===== src/rtl/id_ctrl_stage.sv =====
// id_ctrl_stage: registered instruction-decode control stage.
// Decodes one MIPS instruction per valid/ready transfer into the ID control
// word. Adds a pipeline register, downstream backpressure, flush, a HI/LO
// multiply/divide interlock counter, branch-delay-slot tracking and optional
// COP0 decode.
// Ports:
//   clk, rst            clock, synchronous active-high reset
//   flush               kill stage contents; blocks transfer this cycle
//   in_valid/in_ready   upstream handshake; in_inst/in_pc instruction and PC
//   out_valid/out_ready downstream handshake; out_inst/out_pc registered copies
//   alu_op .. bad_inst  registered control word
//   in_delay_slot       registered instruction sits in a branch delay slot
module id_ctrl_stage #(
  parameter int unsigned MULDIV_LAT = 4,
  parameter bit          CP0_EN     = 1'b1
) (
  input  logic        clk,
  input  logic        rst,
  input  logic        flush,
  input  logic        in_valid,
  output logic        in_ready,
  input  logic [31:0] in_inst,
  input  logic [31:0] in_pc,
  output logic        out_valid,
  input  logic        out_ready,
  output logic [31:0] out_inst,
  output logic [31:0] out_pc,
  output logic [4:0]  alu_op,
  output logic        alu_a_sel,
  output logic [1:0]  alu_b_sel,
  output logic        reg_write,
  output logic [1:0]  reg_dst,
  output logic        mem_to_reg,
  output logic [3:0]  mem_read_en,
  output logic [3:0]  mem_write,
  output logic [1:0]  jump,
  output logic        pc8,
  output logic        branch,
  output logic        cp0_write,
  output logic        eret,
  output logic [1:0]  trap,
  output logic        bad_inst,
  output logic        in_delay_slot
);

  localparam logic [3:0] LAT = 4'(MULDIV_LAT);

  typedef struct packed {
    logic [4:0] alu_op;
    logic       alu_a_sel;
    logic [1:0] alu_b_sel;
    logic       reg_write;
    logic [1:0] reg_dst;
    logic       mem_to_reg;
    logic [3:0] mem_read_en;
    logic [3:0] mem_write;
    logic [1:0] jump;
    logic       pc8;
    logic       branch;
    logic       cp0_write;
    logic       eret;
    logic [1:0] trap;
    logic       bad_inst;
  } ctrl_t;

  logic [5:0] opcode, funct;
  logic [4:0] rs, rt;
  logic       rd_nz;
  ctrl_t      dec, ctrl_q;
  logic       unknown;
  logic       is_muldiv, is_hilo, is_cti;
  logic       interlock, transfer;
  logic [3:0] muldiv_cnt;
  logic       ds_pending;

  assign opcode = in_inst[31:26];
  assign rs     = in_inst[25:21];
  assign rt     = in_inst[20:16];
  assign rd_nz  = in_inst[15:11] != 5'd0;
  assign funct  = in_inst[5:0];

  assign is_muldiv = (opcode == 6'b000000) && (funct[5:2] == 4'b0110);
  assign is_hilo   = (opcode == 6'b000000) && (funct[5:2] == 4'b0100);
  // Control-transfer instructions whose successor occupies the delay slot.
  assign is_cti    = (opcode == 6'b000001) || (opcode == 6'b000010) ||
                     (opcode == 6'b000011) || (opcode[5:2] == 4'b0001) ||
                     ((opcode == 6'b000000) && (funct[5:1] == 5'b00100));

  // Depends on the presented word, never on in_valid.
  assign interlock = (muldiv_cnt != 4'd0) && (is_muldiv || is_hilo);
  assign in_ready  = !flush && !interlock && (!out_valid || out_ready);
  assign transfer  = in_valid && in_ready;

  always_comb begin
    dec     = '0;
    unknown = 1'b0;
    case (opcode)
      6'b000000: begin
        case (funct)
          6'b000000: begin dec.alu_op = 5'b01000; dec.alu_a_sel = 1'b1; dec.reg_write = rd_nz; end
          6'b000010: begin dec.alu_op = 5'b01001; dec.alu_a_sel = 1'b1; dec.reg_write = rd_nz; end
          6'b000011: begin dec.alu_op = 5'b01010; dec.alu_a_sel = 1'b1; dec.reg_write = rd_nz; end
          6'b000100: begin dec.alu_op = 5'b01000; dec.reg_write = rd_nz; end
          6'b000110: begin dec.alu_op = 5'b01001; dec.reg_write = rd_nz; end
          6'b000111: begin dec.alu_op = 5'b01010; dec.reg_write = rd_nz; end
          6'b001000: dec.jump = 2'b10;
          6'b001001: begin dec.jump = 2'b10; dec.pc8 = 1'b1; dec.reg_write = rd_nz; end
          6'b001100: dec.trap = 2'b11;
          6'b001101: dec.trap = 2'b10;
          6'b010000: begin dec.alu_op = 5'b01100; dec.reg_write = rd_nz; end
          6'b010001: dec.alu_op = 5'b01110;
          6'b010010: begin dec.alu_op = 5'b01101; dec.reg_write = rd_nz; end
          6'b010011: dec.alu_op = 5'b01111;
          6'b011000, 6'b011001, 6'b011010, 6'b011011:
            dec.alu_op = {3'b111, funct[1:0]};
          6'b100000, 6'b100001, 6'b100010, 6'b100011,
          6'b100100, 6'b100101, 6'b100110, 6'b100111: begin
            dec.alu_op    = {2'b10, funct[2:0]};
            dec.reg_write = rd_nz;
          end
          6'b101010: begin dec.alu_op = 5'b11010; dec.reg_write = rd_nz; end
          6'b101011: begin dec.alu_op = 5'b11011; dec.reg_write = rd_nz; end
          default:   unknown = 1'b1;
        endcase
      end
      6'b000001: begin
        dec.branch = 1'b1;
        case (rt)
          5'b00000: dec.alu_op = 5'b00110;
          5'b00001: dec.alu_op = 5'b00011;
          5'b10000: begin dec.alu_op = 5'b00110; dec.pc8 = 1'b1; dec.reg_dst = 2'b10; dec.reg_write = 1'b1; end
          5'b10001: begin dec.alu_op = 5'b00011; dec.pc8 = 1'b1; dec.reg_dst = 2'b10; dec.reg_write = 1'b1; end
          default:  begin dec.branch = 1'b0; unknown = 1'b1; end
        endcase
      end
      6'b000010: dec.jump = 2'b11;
      6'b000011: begin dec.jump = 2'b11; dec.pc8 = 1'b1; dec.reg_dst = 2'b10; dec.reg_write = 1'b1; end
      6'b000100: begin dec.alu_op = 5'b00001; dec.branch = 1'b1; end
      6'b000101: begin dec.alu_op = 5'b00010; dec.branch = 1'b1; end
      6'b000110: begin dec.alu_op = 5'b00101; dec.branch = 1'b1; end
      6'b000111: begin dec.alu_op = 5'b00100; dec.branch = 1'b1; end
      6'b001000: begin dec.alu_op = 5'b10000; dec.alu_b_sel = 2'b01; dec.reg_dst = 2'b01; dec.reg_write = 1'b1; end
      6'b001001: begin dec.alu_op = 5'b10001; dec.alu_b_sel = 2'b01; dec.reg_dst = 2'b01; dec.reg_write = 1'b1; end
      6'b001010: begin dec.alu_op = 5'b11010; dec.alu_b_sel = 2'b01; dec.reg_dst = 2'b01; dec.reg_write = 1'b1; end
      6'b001011: begin dec.alu_op = 5'b11011; dec.alu_b_sel = 2'b01; dec.reg_dst = 2'b01; dec.reg_write = 1'b1; end
      6'b001100: begin dec.alu_op = 5'b10100; dec.alu_b_sel = 2'b10; dec.reg_dst = 2'b01; dec.reg_write = 1'b1; end
      6'b001101: begin dec.alu_op = 5'b10101; dec.alu_b_sel = 2'b10; dec.reg_dst = 2'b01; dec.reg_write = 1'b1; end
      6'b001110: begin dec.alu_op = 5'b10110; dec.alu_b_sel = 2'b10; dec.reg_dst = 2'b01; dec.reg_write = 1'b1; end
      6'b001111: begin dec.alu_op = 5'b00111; dec.alu_b_sel = 2'b10; dec.reg_dst = 2'b01; dec.reg_write = 1'b1; end
      6'b010000: begin
        if (!CP0_EN) begin
          unknown = 1'b1;
        end else if (rs == 5'b00000) begin
          dec.reg_dst   = 2'b01;
          dec.reg_write = 1'b1;
        end else if (rs == 5'b00100) begin
          dec.cp0_write = 1'b1;
        end else if ((rs == 5'b10000) && (funct == 6'b011000)) begin
          dec.eret = 1'b1;
        end else begin
          unknown = 1'b1;
        end
      end
      6'b100000, 6'b100001, 6'b100011, 6'b100100, 6'b100101: begin
        dec.alu_op     = 5'b10001;
        dec.alu_b_sel  = 2'b01;
        dec.reg_dst    = 2'b01;
        dec.reg_write  = 1'b1;
        dec.mem_to_reg = 1'b1;
        case (opcode[2:0])
          3'b000:  dec.mem_read_en = 4'b1001;
          3'b001:  dec.mem_read_en = 4'b1011;
          3'b011:  dec.mem_read_en = 4'b1111;
          3'b100:  dec.mem_read_en = 4'b0001;
          default: dec.mem_read_en = 4'b0011;
        endcase
      end
      6'b101000, 6'b101001, 6'b101011: begin
        dec.alu_op    = 5'b10001;
        dec.alu_b_sel = 2'b01;
        case (opcode[1:0])
          2'b00:   dec.mem_write = 4'b0001;
          2'b01:   dec.mem_write = 4'b0011;
          default: dec.mem_write = 4'b1111;
        endcase
      end
      default: unknown = 1'b1;
    endcase

    dec.bad_inst = unknown && (in_inst != 32'd0);
    // Faulting or trapping instructions must not leave architectural side effects.
    if (dec.bad_inst || (dec.trap != 2'b00)) begin
      dec.reg_write = 1'b0;
      dec.mem_write = '0;
    end
  end

  always_ff @(posedge clk) begin
    if (rst) begin
      out_valid     <= 1'b0;
      ctrl_q        <= '0;
      in_delay_slot <= 1'b0;
      ds_pending    <= 1'b0;
      out_inst      <= '0;
      out_pc        <= '0;
      muldiv_cnt    <= '0;
    end else begin
      // Counter keeps running through flushes; only a new MULT/DIV reloads it.
      if (transfer && is_muldiv) begin
        muldiv_cnt <= LAT;
      end else if (muldiv_cnt != 4'd0) begin
        muldiv_cnt <= muldiv_cnt - 4'd1;
      end

      if (flush) begin
        out_valid     <= 1'b0;
        ctrl_q        <= '0;
        in_delay_slot <= 1'b0;
        ds_pending    <= 1'b0;
      end else if (transfer) begin
        out_valid     <= 1'b1;
        ctrl_q        <= dec;
        in_delay_slot <= ds_pending;
        ds_pending    <= is_cti;
        out_inst      <= in_inst;
        out_pc        <= in_pc;
      end else if (out_valid && out_ready) begin
        out_valid     <= 1'b0;
        ctrl_q        <= '0;
        in_delay_slot <= 1'b0;
      end
    end
  end

  assign alu_op      = ctrl_q.alu_op;
  assign alu_a_sel   = ctrl_q.alu_a_sel;
  assign alu_b_sel   = ctrl_q.alu_b_sel;
  assign reg_write   = ctrl_q.reg_write;
  assign reg_dst     = ctrl_q.reg_dst;
  assign mem_to_reg  = ctrl_q.mem_to_reg;
  assign mem_read_en = ctrl_q.mem_read_en;
  assign mem_write   = ctrl_q.mem_write;
  assign jump        = ctrl_q.jump;
  assign pc8         = ctrl_q.pc8;
  assign branch      = ctrl_q.branch;
  assign cp0_write   = ctrl_q.cp0_write;
  assign eret        = ctrl_q.eret;
  assign trap        = ctrl_q.trap;
  assign bad_inst    = ctrl_q.bad_inst;

endmodule


===== config.mk =====
export PLATFORM = sky130hd
export DESIGN_NAME = id_ctrl_stage
export DESIGN_NICKNAME = d
export VERILOG_FILES = /design/src/rtl/id_ctrl_stage.sv
export SDC_FILE = /design/constraint.sdc
export NUM_CORES = 1
export LEC_CHECK = 0
export CAP_MARGIN = 5
export CORE_ASPECT_RATIO = 0.7
export CORE_MARGIN = 2
export CORE_UTILIZATION = 35
export DETAILED_ROUTE_END_ITERATION = 7
export PLACE_DENSITY = 0.66
export SLEW_MARGIN = 20
export SYNTH_ARGS = -nofsm -noshare
export SYNTH_HDL_FRONTEND = slang
export SYNTH_SLANG_ARGS = --single-unit

===== constraint.sdc =====
create_clock -name clk -period 3.6 [get_ports clk]
set_input_delay 0.72 -clock clk [delete_from_list [all_inputs] [get_ports clk]]
set_output_delay 0.72 -clock clk [all_outputs]
set_load 0.005 [all_outputs]

==> flow_metrics.py, run 1 <==
metrics = {
    "synth": {
        "async_reset_ff_frac": 0,
        "ys_warn_count": 0,
        "synth_top_area_cell": "dfxtp_1",
        "netlist.area_leader.share": 0.450,
        "ys_seq_area_frac": 0.450,
        "synthCells": 557,
        "ys_types": 63,
        "synth_area_per_cell_um2": 7.83,
        "synth_common_cells": "nand2_1, dfxtp_1, a21oi_1",
        "synth_area_leaders": "dfxtp_1, nand2_1, a21oi_1, nor2_1, clkbuf_1",
        "syn_area_mm2": 0.00436,
        "ys_ff_latch": 98,
        "syn_nets": 627,
        "synth.most_common_cell": "nand2_1",
        "ys.flop_type": "dfxtp_1",
        "synth_edf_count": 0,
    },
    "placement": {
        "gp_routability_congestion": 0.867,
        "portBuffers": 164,
        "post-place-ws_ns": 0.382,
        "dp_hpwl_um": 9500,
        "placed_cells": 854,
    },
    "clock_network": {
        "h-tree-depth": 3,
        "cts_tree": "done",
        "clk_pin_slew_ns": 0.06,
        "clock-sinks": 98,
        "ctsLongestPathBuffers": 2,
        "clock_latency_ns": 0.34,
        "postCtsSetupRepairBufs": 0,
        "postCtsHoldBufs": 0,
        "cts_resized": 0,
        "cts_made_buffers": 9,
        "cts_root_buf": "clkbuf_16",
    },
    "detailed_routing": {
        "wl_per_cell_um": 15.6,
        "drc_errors": 0,
        "viasPerCell": 5.13,
        "dr.first_iter.drc_count": 278,
        "vias": 4459,
        "drt_wl_total_um": 13500,
        "drt-pass1-iter-count": 5,
        "antenna_left": 0,
    },
    "sta": {
        "max_freq_ghz": 0.309,
        "worst_slew_pin_slew_ns": 0.787,
        "hold_viol_final": 0,
        "slew_viol_final": 0,
        "fin_ws_ns": 0.362,
        "setup_violations": 0,
        "finalSetupTns_ns": 0,
        "rsz0062_at_grt": "false",
        "slew_headroom": 0.475,
        "holdWs_ns": 0.453,
        "fin_skew_ns": 0.00579,
        "period_minus_slack_ns": 3.24,
        "finalCritPeriodShare": 0.899,
    },
    "global_route": {
        "grt_pass1_vias": 4056,
        "antenna_found_initial": 0,
        "grt_pass1_wl_um": 21100,
        "track_usage": 0.199,
        "grt_start_max_net_pins": 74,
        "grt_overflow": 0,
    },
    "power": {
        "power_density_mw_per_mm2": 403,
        "p_leak_nw": 2.27,
        "total_power_mw": 2.58,
        "peakVddDrop_v": 0.000215,
    },
    "status": {
        "status": "finished, final reports clean",
    },
    "hold_path": {
        "hold_path_class": "flop to flop",
    },
    "worst_setup_path": {
        "required_ns": 2.88,
        "critPathCaptureType": "output pin",
        "r2r_slack_ns": 0.99,
        "cp-endpoint": "in_ready",
        "path_class": "primary input to output pin",
        "crit_start": "in_inst[4]",
        "reg2regPathDepth": 8,
        "cp-start-kind": "primary input",
        "reg2reg_from": "muldiv_cnt[0]",
        "reg2reg_to": "bad_inst",
        "crit_fanout": 4,
        "arrival_ns": 2.52,
    },
    "floorplan": {
        "num_rows": 34,
        "dieWidth_um": 137,
        "die_h_um": 97.4,
        "initial_core_util": 0.355,
        "pin_count": 165,
        "coreArea_mm2": 0.0123,
        "die_area_mm2": 0.0134,
    },
    "flow_run": {
        "max_cap_violations": 0,
    },
    "cells_and_area": {
        "synthToLayoutAreaGrowth_pct": 47.1,
        "nets": 773,
        "antenna_cells": 0,
        "fill_cells": 1153,
        "drive_gt1_frac": 0.0665,
        "finalNonFillerCells": 869,
    },
}
==> per-stage QoR <==
| step | cell area (um^2) | util |
|---|---|---|
| floorplan | 4360 | - |
| global placement | 6130 | 0.498 |
| detailed placement | 6130 | 0.498 |
| CTS | 6420 | 0.522 |
| global route | 6420 | 0.522 |
| finish | 6420 | 0.522 |
==> report_power, final <==
group	internal, mW	switching (mW)	leakage [nW]
sequential	1.14	0.0315	0.798
combinational	0.231	0.228	1.34
clock	0.555	0.400	0.136
total	1.92	0.660	2.27
==> how the worst min path moves through the flow <==
stage | start | end | slack [ns] | cells after the start
finish | out_inst[9] | out_inst[9] | 0.45 | 2
global route | out_pc[11] | out_pc[11] | 0.47 | 2
global placement | out_pc[3] | out_pc[3] | 0.44 | 2
floorplan | mem_read_en[3] | mem_read_en[3] | 0.45 | 2
detailed placement | out_inst[9] | out_inst[9] | 0.45 | 2
CTS | out_inst[9] | out_inst[9] | 0.45 | 2
==> logic make-up after synthesis <==
group / after synthesis / share of synthesized area
xor gates and xnor gates: 1 / 0.00201
AOI/OAI and AO/OA: 150 / 0.216
DFF: 98 / 0.450
muxes: 2 / 0.00459
buffers and inverters: 59 / 0.0608
and+or+nand+nor: 246 / 0.264
adders and majority gates: 1 / 0.00287
==> routing by layer <==
metal | up-vias | share of wire | GRT usage
met1 | 2087 | 0.47 | 0.272
met2 | 150 | 0.44 | 0.297
met3 | 13 | 0.083 | 0.0709
met4 | 0 | 0.011 | 0.0539
met5 | - | 0 | 0
li1 | 2209 | - | -
==> layout by cell type, fill, tap and decap left out, drive strengths merged, types with 3 or more instances in the layout <==
cell type	Yosys	routed
clkdlybuf4s50	0	163
nand2	144	144
dfxtp	98	98
a21oi	82	82
nor2	38	38
buf	23	20
nor3	13	13
clkbuf	25	13
inv	11	11
o21ai	9	9
nor2b	9	9
a22oi	8	8
a32oi	8	8
nand2b	7	7
nor4	6	6
a211oi	5	5
o2bb2ai	5	5
nand3	4	4
o211ai	3	3
a2bb2oi	3	3
nor4b	3	3
a21o	3	3
o21bai	3	3
o22ai	3	3
or3b	3	3
==> final cells by class <==
class	instances	area, um^2	share of cell area
timing repair buffer	183	1780	0.277
tap	162	203	0.0316
clock inverter	2	37.5	0.00585
sequential	98	1960	0.306
clock buffer	13	250	0.0390
multi-input combinational	400	2140	0.334
inverter	11	41.3	0.00644
==> state kept, by name (all words and copies together), names as in the netlist <==
| signal | cells |
|---|---|
| ds_pending | 1 |
| branch | 1 |
| muldiv_cnt | 4 |
| jump | 2 |
| in_delay_slot | 1 |
| pc8 | 1 |
| alu_op | 5 |
| alu_b_sel | 2 |
| trap | 2 |
| out_pc | 32 |
| eret | 1 |
| mem_write | 3 |
| out_inst | 32 |
| cp0_write | 1 |
| out_valid | 1 |
| reg_dst | 2 |
| alu_a_sel | 1 |
| reg_write | 1 |
| bad_inst | 1 |
| mem_read_en | 4 |
==> critical path, cell delays in order <==
cell and delay (ns):
clkdlybuf4s50_1 0.47, nor3b_1 0.44, and4_4 0.36, nor3_1 0.07, clkdlybuf4s50_1 0.46
(Power assumes the default switching activity.)
==> inputs of run 2 (changes only) <==
--- a/config.mk
+++ b/config.mk
@@ -11,6 +11,7 @@
 export CORE_UTILIZATION = 35
 export DETAILED_ROUTE_END_ITERATION = 7
 export PLACE_DENSITY = 0.66
+export SETUP_SLACK_MARGIN = 0.5
 export SLEW_MARGIN = 20
 export SYNTH_ARGS = -nofsm -noshare
 export SYNTH_HDL_FRONTEND = slang
==> run 2 against run 1 <==
Against the previous run:
- clock power barely moved
- utilization up 0.30 points
- sequential cell count unchanged
- largest cell class unchanged
- hold slack worse by 0.00086 ns
- die area did not move
- sequential share of layout area down 0.17 points
==> flow_metrics.py, run 2 (synthesis results as in run 1) <==
metrics = {
    "floorplan": {
        "num_rows": 34,
        "dieWidth_um": 137,
        "coreArea_mm2": 0.0123,
        "initial_core_util": 0.355,
        "pin_count": 165,
        "die_h_um": 97.4,
        "die_area_mm2": 0.0134,
    },
    "worst_setup_path": {
        "cp_slowest_cell": "clkdlybuf4s50_1",
        "crit_fanout": 4,
        "max_stage_delay_ns": 0.46,
        "reg2reg_from": "muldiv_cnt[0]",
        "cp-start-kind": "primary input",
        "reg2regPathDepth": 9,
        "critPathCaptureType": "output pin",
        "r2r_slack_ns": 0.99,
        "crit_chain": "clkdlybuf4s50_1 > nor4_4 > and4_4 > nor3_1 > clkdlybuf4s50_1",
        "required_ns": 2.88,
        "cpMostUsedCell": "clkdlybuf4s50_1",
        "arrival_ns": 2.30,
        "reg2reg_to": "bad_inst",
        "path_class": "primary input to output pin",
    },
    "clock_network": {
        "cts_tree": "done",
        "h-tree-depth": 3,
        "clock-sinks": 98,
        "clock_latency_ns": 0.34,
        "postCtsHoldBufs": 0,
        "cts_made_buffers": 9,
        "cts_root_buf": "clkbuf_16",
        "clk_pin_slew_ns": 0.06,
        "ctsLongestPathBuffers": 2,
    },
    "sta": {
        "finalCritPeriodShare": 0.840,
        "hold_viol_final": 0,
        "slew_headroom": 0.478,
        "setup_violations": 0,
        "slew_viol_final": 0,
        "fin_ws_ns": 0.576,
        "period_minus_slack_ns": 3.02,
        "max_freq_ghz": 0.331,
        "rsz0062_at_grt": "false",
        "finalSetupTns_ns": 0,
        "worst_slew_pin_slew_ns": 0.782,
        "fin_skew_ns": 0.00535,
        "holdWs_ns": 0.452,
    },
    "placement": {
        "dp_hpwl_um": 9500,
        "post-place-ws_ns": 0.382,
        "portBuffers": 164,
        "gp_routability_congestion": 0.867,
    },
    "global_route": {
        "antenna_found_initial": 0,
        "track_usage": 0.200,
        "grt_start_max_net_pins": 74,
        "grt_pass1_wl_um": 21100,
        "grt_pass1_vias": 4060,
        "grt_overflow": 0,
    },
    "detailed_routing": {
        "wl_met2_um": 5910,
        "wl_met1_um": 6190,
        "drt-pass1-iter-count": 6,
        "viasPerCell": 5.14,
        "wl_per_cell_um": 15.5,
        "topRoutingLayerUsed": "met4",
        "antenna_left": 0,
        "drc_errors": 0,
        "met3_length_um": 1290,
        "drt_wl_total_um": 13600,
        "vias": 4491,
        "dr.first_iter.drc_count": 280,
    },
    "hold_path": {
        "hold-path-cell-count": 2,
        "min-delay-start": "out_inst[9]",
        "worstHoldEndpoint": "out_inst[9]",
        "hold_path_class": "flop to flop",
    },
    "cells_and_area": {
        "final_common_cell": "clkdlybuf4s50_1",
        "fill_cells": 1153,
        "antenna_cells": 0,
        "synthToLayoutAreaGrowth_pct": 47.9,
        "layout_common_cells": "clkdlybuf4s50_1, nand2_1, dfxtp_1",
        "nets": 777,
        "multi_input_area_mm2": 0.00215,
        "seq_area_mm2": 0.00196,
        "drive_gt1_frac": 0.0745,
        "final_util": 0.525,
    },
    "status": {
        "status": "finished, final reports clean",
    },
    "power": {
        "total_power_mw": 2.61,
        "peakVddDrop_v": 0.000217,
        "p_leak_nw": 2.29,
        "power_density_mw_per_mm2": 404,
    },
    "flow_run": {
        "max_cap_violations": 0,
    },
}
run 2: changes by cell type in the layout (fill, tap and decap cells not counted), sizes merged:
| cell | previous run | this run |
|---|---|---|
| dlygate4sd2 | 0 | 1 |
| buf | 20 | 24 |
| clkdlybuf4s50 | 163 | 162 |
run 2: stage by stage:
step           std cells  cell area, um^2
2_1_floorplan        557             4360
3_3_place_gp         854             6130
3_5_place_dp         854             6130
4_1_cts              869             6420
5_1_grt              873             6450
6_report             873             6450
run 2: metal layers:
metal,global-route usage,vias to the layer above
li1,-,2222
met5,0,-
met3,0.0709,12
met1,0.274,2065
met2,0.296,192
met4,0.0539,0
run 2: area by class of cell:
class	instances	share of cell area
clock buffers	13	0.0388
clock inverters	2	0.00582
inverters	11	0.00640
multi-input cells	400	0.333
flip-flops and latches	98	0.304
well taps	162	0.0314
repair buffers	187	0.280
run 2: what timing repair did:
action                     CTS  global route
resized for setup            3             0
pin swaps                    0             1
setup buffers                0             4
setup endpoints to repair    1             1
run 2: worst max path at each step:
stage | startpoint | to | slack (ns) | cells after the start
final | in_inst[28] | in_ready | 0.58 | 5
after detailed placement | in_inst[4] | in_ready | 0.38 | 5
after CTS | in_inst[28] | in_ready | 0.54 | 5
after global routing | in_inst[28] | in_ready | 0.53 | 5
after floorplan | in_inst[5] | in_ready | 1.22 | 4
after global placement | in_inst[4] | in_ready | 0.40 | 5
run 2: power breakdown:
| part | internal (mW) | switching, mW | leakage, nW |
|---|---|---|---|
| sequential | 1.14 | 0.0321 | 0.798 |
| clock | 0.555 | 0.402 | 0.136 |
| combinational | 0.250 | 0.232 | 1.36 |
run 2: worst max-delay path, delay by kind of cell:
family | cells | cell delay (ns)
buf+inv | 2 | 0.92
simple gates | 3 | 0.67
==> patch: new RTL, flow settings as in run 2 <==
The parameter `CP0_EN` goes from 1'b1 to 1'b0.
--- a/src/rtl/id_ctrl_stage.sv
+++ b/src/rtl/id_ctrl_stage.sv
@@ -12,7 +12,7 @@
 //   in_delay_slot       registered instruction sits in a branch delay slot
 module id_ctrl_stage #(
   parameter int unsigned MULDIV_LAT = 4,
-  parameter bit          CP0_EN     = 1'b1
+  parameter bit          CP0_EN     = 1'b0
 ) (
   input  logic        clk,
   input  logic        rst,
Function: changed (a bounded check fails within 4 cycles, from zero or initial values and one cycle with rst high).
==> patch against run 2 <==
Hold slack improved by 0.0034 ns. Setup slack improved by 0.11 ns. Cell area decreased by 3.8%. Area after synthesis decreased by 4.6%. Wire length decreased by 5.1%. Critical path depth unchanged. Highest routed layer unchanged. Combinational power decreased by 12%. Sequential cell count decreased by 2. Total power decreased by 0.86%. Cell count decreased by 3.2%.
==> patch: results <==
[run_status]
outcome = complete, no violations

[global_routing]
grtUsageMet2 = 0.304
gr-usage-all-layers = 0.197
gr-usage-met1 = 0.259
grt_use_met3 = 0.0696
grt_pass1_wl_um = 20000
grt_start_max_net_pins = 92
grt_pass1_vias = 3994

[worst_setup_path]
slowest_stage = or4_4
reg2regPathDepth = 8
regToRegEndpoint = out_inst[13]
cp_max_fo = 2
r2r_slack_ns = 0.93
worstReg2RegStart = muldiv_cnt[0]
cp.arrival_ns = 2.19
critPathTopFamily = buffers and inverters
max_stage_delay_ns = 0.57

[drt]
dr.pass1.iters = 4
dr.first_iter.drc_count = 242
m1WireLength_um = 5710
wl_met3_um = 1100
top_layer = met4
wl_met2_um = 5700
wire_per_inst_um = 15.2
num_vias = 4266

[cts]
clk_pin_slew_ns = 0.06
numCtsBuffers = 9
clk_path_buf_depth = 2

[placement]
hpwl_um = 8990
globalplace.congestion = 0.844
io_buffer_count = 162
pre_cts_ws_ns = 0.310

[finish]
post_route_cells_drive_above_1_share = 0.0596
fin_nets = 753
n_fill_cell = 1108
n_antenna_cell = 0

[hold_path]
holdPathStages = 2
min_path_type = reg -> reg
whs_endpoint = out_inst[19]
hp-start = out_inst[19]

[synth]
ys.flop_type = dfxtp_1
yosysUniqueCellTypes = 48
synth-async-reset-ratio = 0
synth_area_leaders = dfxtp_1 46%, nand2_1 13%, a21oi_1 11%
ys_seq_area_frac = 0.462
netlist_top_cells_count = 148 x nand2_1, 96 x dfxtp_1, 94 x a21oi_1

[pwr]
cellLeakagePower_nw = 2.16
ir_worst_vdd_v = 0.000221

[timing]
worst_clock_skew_ns = 0.00500
fmax_mhz = 343
slew-limit-headroom = 0.396
## patch: cell count changes after synthesis, sizes merged, moves of 5 or more
cell	change
a21oi	+12
a22oi	-7
nor2	-21
inv	-6
clkbuf	+7
buf	-5
a32oi	-8
nor3	-5
nand3	+21
## patch: through the flow
step / cell area (µm²) / hold WS [ns] / std cells
3_3_place_gp: 5890 / 0.441 / 828
3_5_place_dp: 5890 / 0.447 / 828
2_1_floorplan: 4170 / 0.432 / 541
4_1_cts: 6210 / 0.457 / 845
6_report: 6210 / 0.455 / 845
5_1_grt: 6210 / 0.476 / 845
## patch: cell families after synthesis
| group | share of synthesized area |
|---|---|
| AO/OA/AOI/OAI | 0.191 |
| XOR/XNOR | 0.00211 |
| flip-flops | 0.462 |
| AND/OR/NAND/NOR | 0.274 |
| multiplexers | 0.00241 |
| adder cells (fa/ha/maj) | 0.00301 |
| buffers and inverters | 0.0652 |
| other | 0.000901 |
## patch: worst max-delay path by stage
stage,from,to,depth (start not counted)
after CTS,in_inst[30],in_ready,5
after floorplan,in_inst[31],in_ready,5
final,in_inst[30],in_ready,5
after global placement,in_inst[31],in_ready,5
after detailed placement,in_inst[31],in_ready,5
after global routing,in_inst[30],in_ready,5
## patch: layout make-up
cell class                 count  area share
sequential                    96       0.309
clock buffer                  11      0.0375
timing repair buffer         181       0.285
clock inverter                 5      0.0131
multi-input combinational    390       0.320
tap                          157      0.0316
inverter                       5     0.00302
## patch: power by group
group	switching, mW	total [mW]	internal [mW]
logic	0.204	0.425	0.221
clock network	0.406	1.02	0.609
registers	0.0315	1.15	1.11
total	0.641	2.59	1.94
## patch: repair_timing
item                                    CTS  global route
endpoints found under the setup margin    1             0
buffers inserted                          1             0
hold buffers                              0             0
resized for setup                         2             0
endpoints found under the hold margin     0             0
